--- config.mk ---
export PLATFORM = sky130hd
export DESIGN_NAME = plugboard_cfg_ctrl
export DESIGN_NICKNAME = d
export VERILOG_FILES = /design/src/rtl/plugboard_pkg.sv /design/src/rtl/plugboard_map_rd.sv /design/src/rtl/plugboard_cfg_ctrl.sv
export SDC_FILE = /design/constraint.sdc
export NUM_CORES = 1
export LEC_CHECK = 0
export CAP_MARGIN = 30
export CORE_ASPECT_RATIO = 1.4
export CORE_MARGIN = 2
export CORE_UTILIZATION = 35
export CTS_CLUSTER_SIZE = 25
export DETAILED_ROUTE_END_ITERATION = 10
export SLEW_MARGIN = 20
export SYNTH_ARGS = -nofsm -noshare
export SYNTH_HDL_FRONTEND = slang
export SYNTH_SLANG_ARGS = --single-unit
--- constraint.sdc ---
create_clock -name clk -period 4 [get_ports clk]
set_clock_uncertainty 0.15 [all_clocks]
set_input_delay 0.8 -clock clk [delete_from_list [all_inputs] [get_ports clk]]
set_output_delay 0.8 -clock clk [all_outputs]
set_load 0.005 [all_outputs]
--- src/rtl/plugboard_pkg.sv ---
// Shared constants for the plugboard configuration controller: letter codes, FSM states, error codes.
package plugboard_pkg;

  localparam int LETTERS = 26;
  localparam int LTR_W   = 5;

  localparam logic [LTR_W-1:0] LTR_A = 5'd0;
  localparam logic [LTR_W-1:0] LTR_E = 5'd4;
  localparam logic [LTR_W-1:0] LTR_Z = 5'd25;

  typedef logic [1:0] state_t;
  localparam state_t ST_IDLE   = 2'd0;
  localparam state_t ST_WAIT_A = 2'd1;
  localparam state_t ST_WAIT_B = 2'd2;
  localparam state_t ST_CLEAR  = 2'd3;

  localparam logic [1:0] ERR_NONE   = 2'b00;
  localparam logic [1:0] ERR_RANGE  = 2'b01;
  localparam logic [1:0] ERR_IN_USE = 2'b10;
  localparam logic [1:0] ERR_FULL   = 2'b11;

endpackage

--- src/rtl/plugboard_map_rd.sv ---
// Combinational swap-table read; codes outside the alphabet read as 0.
module plugboard_map_rd
  import plugboard_pkg::*;
#(
  parameter int LETTERS = plugboard_pkg::LETTERS
) (
  input  logic [LETTERS-1:0][LTR_W-1:0] map,
  input  logic [LTR_W-1:0]              lookup_in,
  output logic [LTR_W-1:0]              plugboard_out
);

  always_comb begin
    plugboard_out = '0;
    if (int'(lookup_in) < LETTERS) plugboard_out = map[lookup_in];
  end

endmodule

--- src/rtl/plugboard_cfg_ctrl.sv ---
// Plugboard cable programming: keyboard pairs letters into an involutive swap table, clear_all sweeps it back.
// Optional PLUGBOARD_UNPLUG_EN: keying a plugged letter while waiting for a first letter removes its cable.
module plugboard_cfg_ctrl
  import plugboard_pkg::*;
#(
  parameter int MAX_PAIRS = 10,
  parameter int LETTERS   = plugboard_pkg::LETTERS
) (
  input  logic             clk,
  input  logic             rst,
  input  logic             cfg_mode,
  input  logic             key_valid,
  input  logic [LTR_W-1:0] keyboard,
  input  logic             clear_all,
  input  logic [LTR_W-1:0] lookup_in,
  output logic [LTR_W-1:0] plugboard_out,
  output logic [3:0]       pair_count,
  output logic             first_pending,
  output logic             busy,
  output logic             commit,
  output logic             err,
  output logic [1:0]       err_code
);

  state_t                       state;
  logic [LETTERS-1:0][LTR_W-1:0] map;
  logic [LTR_W-1:0]             first_ltr;
  logic [LTR_W-1:0]             clr_idx;
  logic [LTR_W-1:0]             key_partner;
  logic [LTR_W-1:0]             clr_partner;
  logic                         key_in_range;
  logic                         key_free;

  plugboard_map_rd #(.LETTERS(LETTERS)) u_map_rd (
    .map           (map),
    .lookup_in     (lookup_in),
    .plugboard_out (plugboard_out)
  );

  assign key_in_range  = int'(keyboard) < LETTERS;
  assign key_partner   = key_in_range ? map[keyboard] : keyboard;
  assign key_free      = (key_partner == keyboard);
  assign clr_partner   = map[clr_idx];
  assign first_pending = (state == ST_WAIT_B);
  assign busy          = (state == ST_CLEAR);

  always_ff @(posedge clk) begin
    if (rst) begin
      state      <= ST_IDLE;
      for (int i = 0; i < LETTERS; i++) map[i] <= LTR_W'(i);
      pair_count <= '0;
      first_ltr  <= '0;
      clr_idx    <= '0;
      commit     <= 1'b0;
      err        <= 1'b0;
      err_code   <= ERR_NONE;
    end else begin
      commit <= 1'b0;
      err    <= 1'b0;
      if (clear_all) begin
        state   <= ST_CLEAR;
        clr_idx <= '0;
      end else begin
        case (state)
          ST_IDLE: if (cfg_mode) state <= ST_WAIT_A;

          ST_WAIT_A: begin
            if (!cfg_mode) begin
              state <= ST_IDLE;
            end else if (key_valid) begin
              if (!key_in_range) begin
                err      <= 1'b1;
                err_code <= ERR_RANGE;
              end else if (!key_free) begin
`ifdef PLUGBOARD_UNPLUG_EN
                map[keyboard]    <= keyboard;
                map[key_partner] <= key_partner;
                pair_count       <= pair_count - 4'd1;
                commit           <= 1'b1;
`else
                err      <= 1'b1;
                err_code <= ERR_IN_USE;
`endif
              end else if (pair_count == 4'(MAX_PAIRS)) begin
                err      <= 1'b1;
                err_code <= ERR_FULL;
              end else begin
                first_ltr <= keyboard;
                state     <= ST_WAIT_B;
              end
            end
          end

          ST_WAIT_B: begin
            if (!cfg_mode) begin
              state <= ST_IDLE;
            end else if (key_valid) begin
              if (!key_in_range) begin
                err      <= 1'b1;
                err_code <= ERR_RANGE;
              end else if (keyboard == first_ltr) begin
                state <= ST_WAIT_A;
              end else if (!key_free) begin
                err      <= 1'b1;
                err_code <= ERR_IN_USE;
              end else begin
                // Both ends land on the same edge so the table never shows half a cable
                map[first_ltr] <= keyboard;
                map[keyboard]  <= first_ltr;
                pair_count     <= pair_count + 4'd1;
                commit         <= 1'b1;
                state          <= ST_WAIT_A;
              end
            end
          end

          ST_CLEAR: begin
            // Restoring the partner along with the entry keeps the table an involution mid-sweep
            map[clr_idx]     <= clr_idx;
            map[clr_partner] <= clr_partner;
            if (clr_idx == LTR_W'(LETTERS - 1)) begin
              pair_count <= '0;
              state      <= cfg_mode ? ST_WAIT_A : ST_IDLE;
            end else begin
              clr_idx <= clr_idx + 1'b1;
            end
          end

          default: state <= ST_IDLE;
        endcase
      end
    end
  end

endmodule

=== Yosys cells after proc, flatten, opt, wreduce, memory -nomap -nowiden ===
Cells that the tools add are included.

* Bits in registers: 150
* Bits of input ports: 15
* Output and inout port bits: 15

* Bitwise operators: 7
* Add/sub/neg operators: 2
* $lt $le $gt $ge: 11
* Reductions and logical operators: 15
* Equality and inequality tests: 27
* Muxes and demuxes: 71

{| class="wikitable"
|+ Operator list
! kind !! number
|-
| 2-to-1 mux 130 bit || 5
|-
| bitwise mux 130 bit || 4
|-
| case mux 130 bit (2 select lines) || 1
|-
| demux 5 bit (select 5 bit) || 4
|-
| binary-select mux 5 bit (select 5 bit) || 3
|-
| 2-to-1 mux 2 bit || 23
|-
| 2-to-1 mux 5 bit || 9
|-
| less-than comparator 5 x 6 -> 1 bit, second input constant || 5
|-
| 2-to-1 mux 4 bit || 6
|-
| inequality test 4 bit, second input constant || 6
|-
| >= comparator 5 x 1 -> 1 bit, second input constant || 4
|-
| AND reduction 9 bit || 2
|-
| AND reduction 7 bit || 2
|-
| 2-to-1 mux 1 bit || 12
|-
| == test 5 bit || 2
|-
| less-than comparator 5 bit, second input constant || 2
|-
| inequality test 2 bit, second input constant || 5
|-
| inequality test 3 bit, second input constant || 3
|-
| case mux 2 bit (4 select lines) || 1
|-
| case mux 4 bit (2 select lines) || 1
|-
| AND reduction 8 bit || 1
|-
| NOT 1 bit || 7
|-
| OR reduction 7 bit || 1
|-
| inequality test 2 x 1 -> 1 bit, second input constant || 3
|-
| other kinds (16) || 21
|}

=== Longest topological paths before layout ===
* Depth after elaboration: 12
* Gate-level depth with buffers: 15
* Gate-level depth less buffers: 9

=== Cells and area by module ===
Synthesis repeated with hierarchy kept, for this count alone.

* Cells, all modules: 1544
* Area total of the unflattened synthesis: 12773.5 µm²

{| class="wikitable"
|+ By module, submodules not included
! module !! cells an instance !! times used !! area an instance (µm²) !! sequential area each (µm²)
|-
| plugboard_cfg_ctrl || 1431 || 1 || 11653.7 || 3002.9
|-
| plugboard_map_rd || 113 || 1 || 1119.8 || 0.0
|}

=== Worst setup path after synthesis ===
No wires, ideal clock.

* Kind: input port to flip-flop
* Start point: input keyboard[1]
* End point: register map[118] in the netlist's numbering
* Cell stages on the path: 14
* Arrival: 3.745 ns
* Path buffers: 6
* Path slack: -0.023 ns
* Required time: 3.722 ns
* Cell sequence: buf_2 > buf_2 > buf_2 > buf_2 > mux4_2 > a32oi_1 > nor2_1 > nor4b_2 > a41oi_2 > buf_6 > buf_6 > nor3_4 > mux2i_1 > nor2_1

* Longest elaborated chain between the ends: 11

{| class="wikitable"
|+ Ends and longest elaborated chain
! item !! line !! text
|-
| start: declaration || plugboard_cfg_ctrl.sv:13 || <nowiki>input logic [LTR_W-1:0] keyboard,</nowiki>
|-
| less-than comparator 5 x 6 -> 1 bit (implied by the code) or >= comparator 5 x 1 -> 1 bit (tied branches) || plugboard_cfg_ctrl.sv:109 || <nowiki>map[keyboard] <= first_ltr;</nowiki>
|-
| logical AND 1 bit (implied by the code) || plugboard_cfg_ctrl.sv:109 ||
|-
| 2-to-1 mux 5 bit (implied by the code) || plugboard_cfg_ctrl.sv:109 ||
|-
| demux 5 bit (select 5 bit) || plugboard_cfg_ctrl.sv:109 ||
|-
| bitwise mux 130 bit || plugboard_cfg_ctrl.sv:109 ||
|-
| 2-to-1 mux 130 bit || plugboard_cfg_ctrl.sv:103 || <nowiki>end else if (!key_free) begin</nowiki>
|-
| 2-to-1 mux 130 bit || plugboard_cfg_ctrl.sv:101 || <nowiki>end else if (keyboard == first_ltr) begin</nowiki>
|-
| 2-to-1 mux 130 bit || plugboard_cfg_ctrl.sv:98 || <nowiki>if (!key_in_range) begin</nowiki>
|-
| 2-to-1 mux 130 bit || plugboard_cfg_ctrl.sv:97 || <nowiki>end else if (key_valid) begin</nowiki>
|-
| 2-to-1 mux 130 bit || plugboard_cfg_ctrl.sv:95 || <nowiki>if (!cfg_mode) begin</nowiki>
|-
| case mux 130 bit (2 select lines) || plugboard_cfg_ctrl.sv:64 || <nowiki>case (state)</nowiki>
|-
| end signal: indexed assignment || plugboard_cfg_ctrl.sv:108 || <nowiki>map[first_ltr] <= keyboard;</nowiki>
|-
| end signal: indexed assignment || plugboard_cfg_ctrl.sv:109 ||
|-
| end signal: indexed assignment || plugboard_cfg_ctrl.sv:119 || <nowiki>map[clr_idx] <= clr_idx;</nowiki>
|-
| end: declaration || plugboard_cfg_ctrl.sv:26 || <nowiki>logic [LETTERS-1:0][LTR_W-1:0] map;</nowiki>
|}

Several ways; a longest one is shown, not always the timed one. The select of a mux whose other input is x is not followed.
A chain may end at the register's enable or synchronous reset.

=== Worst setup path after layout ===
* Start point: input lookup_in[0]
* End point: output plugboard_out[2]

* Longest elaborated chain between the ends: 3

{| class="wikitable"
|+ Ends and longest elaborated chain
! item !! line !! text
|-
| start: declaration || plugboard_cfg_ctrl.sv:15 || <nowiki>input logic [LTR_W-1:0] lookup_in,</nowiki>
|-
| binary-select mux 5 bit (select 5 bit) || plugboard_map_rd.sv:14 || <nowiki>if (int'(lookup_in) < LETTERS) plugboard_out = map[lookup_in];</nowiki>
|-
| 2-to-1 mux 5 bit (implied by the code) || plugboard_map_rd.sv:14 ||
|-
| 2-to-1 mux 5 bit (*) || plugboard_map_rd.sv:14 ||
|-
| end: declaration || plugboard_cfg_ctrl.sv:16 || <nowiki>output logic [LTR_W-1:0] plugboard_out,</nowiki>
|}

Every way passes the cells marked *; elsewhere a longest branch is shown, timed or not. The select of a mux whose other input is x is not followed.

==> reports/qor.yml <==
status:
  status: "finished clean"
synth:
  ys_seq_area_share_pct: 24.12
  yosysWarnings: 0
  syn_area_mm2: 0.01245
  ys_ff_latch: 150
  synth_flop_cell: "dfxtp_1"
  synth.distinct_cells: 74
  synth_edf_count: 0
  avgSynthCellArea_um2: 8.510
  syn_inst: 1463
  synth-async-reset-ratio_pct: 0
  syn-num-nets: 1488
finish:
  final_cells: 2078
  area_growth_pct: 23.73
  utilization_pct: 44.05
  drive_gt1_share_pct: 25.71
  multi_input_area_mm2: 0.008861
  regArea_mm2: 0.003008
  nFillCells: 3420
  nets: 1636
  diodes: 0
  finalInstanceArea_mm2: 0.01540
die:
  chipHeight_um: 227.2
  die_area_mm2: 0.03712
  fp.dieW_um: 163.4
  start_util_pct: 35.61
  ios: 30
  core_mm2: 0.03496
  rows: 81
power_and_ir_drop:
  switching_power_mw: 1.187
  p_seq_share_pct: 36.9
  p_leak_nw: 5.282
  p_int_mw: 2.958
  clkPwrFrac_pct: 44.7
  cellPowerDensity_mw_per_mm2: 269.1
  peakVddDrop_v: 0.0003217
  pwr-share-comb_pct: 18.4
  switching_share_pct: 28.64
  total_power_mw: 4.146
cts:
  h-tree-depth: 4
  clock-root-buffer: "clkbuf_16"
  clk_latency_ns: 0.47
  cts_tree: "built"
  cts.sink_count: 150
  cts_hold_buf: 0
  cts_inserted_buffers: 17
  cts_buffer_depth: 2
  clk_pin_slew_ns: 0.06
sta:
  rsz0062_at_grt: "no"
  hold_violations: 0
  slew_violations: 0
  max_clock_freq_mhz: 253.6
  finalCritPeriodShare_pct: 98.57
  tightest_slew_ns: 0.8967
  relSlewSlack_pct: 40.22
  fin_crit_ns: 3.943
  setup_viol: 0
placement:
  place_inst: 2043
  io_buffers: 29
  post-dp-hpwl_mm: 44.29
  gp_congestion: 1.052
  place_area_mm2: 0.01469
global_route:
  grt_max_degree: 108
  grt_pass1_wl_mm: 86.45
  grtUsageTotal_pct: 32.18
  grt_pass1_vias: 12872
  antenna_found_initial: 1
  globalRouteOverflowTotal: 0
worst_setup_path:
  critPathTopFamily: "multiplexers"
  crit_path_max_fanout: 15
  cpMostUsedCell: "mux4_2"
  cpPeakStageDelay_ns: 0.60
  reg2reg_to: "map[3]"
  cp.arrival_ns: 2.99
  end_kind: "output pin"
  critical_path_class: "in2out"
  crit_path_cell_trace: "buf_2 -> buf_12 -> mux4_2 -> mux4_2 -> nand2_1 -> o21ai_2 -> buf_4 -> clkdlybuf4s50_1"
  critPathLaunchType: "primary input"
  reg2reg_depth: 13
  crit_buf_inv: 4
  required_ns: 3.05
  timing.rr.start: "clr_idx[1]"
  rrSetupSlack_ns: 0.20
  slowest_stage: "mux4_2"
route:
  detail_route.wirelength_mm: 59.27
  dr_total_vias: 13641
  drtIter0Drc: 1794
  drtAntennaViolNets: 0
  wl_per_cell_um: 28.52
  vias_per_cell: 6.564
  drcViolationCount: 0
  dr.pass1.iters: 5
flow_run:
  maxCapViolCount: 0
worst_hold_path:
  min_from: "pair_count[3]"
  whs_endpoint: "pair_count[3]"
  hold_path_depth: 2
  hold_path_class: "reg2reg"
how the worst max path moves through the flow:
| stage | cells after the start | endpoint | start |
|---|---|---|---|
| after floorplan | 12 | map[118] | keyboard[0] |
| after global placement | 14 | map[31] | keyboard[0] |
| after detailed placement | 14 | map[89] | keyboard[0] |
| after CTS | 11 | plugboard_out[4] | lookup_in[3] |
| after global routing | 8 | plugboard_out[4] | lookup_in[0] |
| final | 8 | plugboard_out[2] | lookup_in[0] |
power by group through the flow:
stage	logic, mW	registers [mW]	clock network [mW]
final	0.762	1.53	1.85
after global routing	0.794	1.53	1.92
after CTS	0.739	1.53	1.87
after detailed placement	0.734	1.56	0
after global placement	0.732	1.56	0
after floorplan	0.408	1.55	0
layout by cell type, fill, tap and decap left out, drive strengths merged, types with 6 or more instances in the layout:
| master | n |
|---|---|
| buf | 244 |
| nor2 | 230 |
| dfxtp | 150 |
| nor3 | 118 |
| nand2 | 104 |
| mux2i | 95 |
| a22oi | 78 |
| mux4 | 74 |
| a21oi | 67 |
| a211oi | 36 |
| o21ai | 30 |
| a221oi | 26 |
| nand3 | 25 |
| a311oi | 22 |
| clkbuf | 22 |
| a31oi | 21 |
| clkdlybuf4s50 | 20 |
| and2 | 19 |
| inv | 16 |
| mux2 | 15 |
| a222oi | 15 |
| nor2b | 15 |
| nand2b | 12 |
| and3 | 11 |
| o31a | 11 |
| a2111oi | 11 |
| nor4 | 10 |
| o311a | 10 |
| ha | 10 |
| or3 | 7 |
| o221ai | 7 |
| nand3b | 7 |
| nand4 | 6 |
| clkinv | 6 |
cells by family (layout without fill, tap and decap cells):
| kind of cell | count (synthesis) | after routing | share of synthesized area, % |
|---|---|---|---|
| buf+inv | 155 | 314 | 5.166 |
| xor+xnor | 9 | 9 | 0.6331 |
| mux | 184 | 184 | 22.38 |
| flops | 150 | 150 | 24.12 |
| compound gates | 369 | 369 | 24.47 |
| fa+ha+maj | 10 | 10 | 1.005 |
| simple gates | 586 | 586 | 22.22 |
per-stage QoR:
| step | hold WS, ns | worst slack (ns) | TNS [ns] |
|---|---|---|---|
| global route | 0.3936 | 0.001874 | 0 |
| global placement | 0.3412 | -0.2684 | -24.82 |
| detailed placement | 0.3465 | -0.2912 | -29.33 |
| floorplan | 0.3313 | 0.05094 | 0 |
| CTS | 0.3573 | 0.02844 | 0 |
| finish | 0.3556 | 0.05719 | 0 |
layer usage:
metal / track usage, % / routed length, µm / up-vias
met5: 0 / 13 / -
met2: 52.58 / 27610 / 887
met4: 25.92 / 5408 / 2
li1: - / - / 5917
met1: 36.26 / 20940 / 6558
met3: 6.686 / 5303 / 277
synth_stat cells, drive strengths merged, types with 11 or more instances:
| cell | instances | area (µm²) |
|---|---|---|
| buf | 33 | 185.2 |
| a221oi | 26 | 227.7 |
| nand3 | 25 | 125.1 |
| a2111oi | 11 | 102.6 |
| nor2 | 230 | 863.3 |
| a21oi | 67 | 335.3 |
| and2 | 19 | 118.9 |
| a211oi | 36 | 312.8 |
| mux2 | 15 | 168.9 |
| a222oi | 15 | 150.1 |
| mux4 | 74 | 1667 |
| a31oi | 21 | 131.4 |
| o31a | 11 | 96.34 |
| a311oi | 22 | 490.5 |
| o21ai | 30 | 150.1 |
| mux2i | 95 | 950.9 |
| inv | 16 | 60.06 |
| dfxtp | 150 | 3003 |
| a22oi | 78 | 585.6 |
| nor2b | 15 | 93.84 |
| clkbuf | 104 | 390.4 |
| and3 | 11 | 68.82 |
| nand2b | 12 | 75.07 |
| nor3 | 118 | 645.6 |
| nand2 | 104 | 390.4 |
worst register-to-register path, stage by stage, from the launching register on:
cell	delay [ns]
dfxtp_2	0.52
buf_12	0.22
mux4_2	0.32
a22oi_1	0.35
nand2_1	0.16
or3_1	0.34
buf_4	0.16
nor3_1	0.32
buf_4	0.23
nand3_1	0.16
a311oi_4	0.31
buf_4	0.19
mux2i_1	0.18
nor2_1	0.05
layout make-up:
cell class / count / area share [%]
tap: 456 / 3.704
clock inverter: 9 / 1.129
sequential: 150 / 19.53
clock buffer: 21 / 3.054
multi-input combinational: 1158 / 57.53
inverter: 18 / 0.4386
timing repair buffer: 266 / 14.62
flip-flops by register name, indices dropped and copies added, names as in the netlist:
register	flops
clr_idx	5
commit	1
err	1
err_code	2
first_ltr	5
map	130
pair_count	4
state	2
repair_timing:
item / in CTS / in global routing
resized for setup: 6 / 5
setup endpoints to repair: 5 / 89
buffers inserted: 0 / 3
Note: power is estimated with default switching activity, not from simulation.
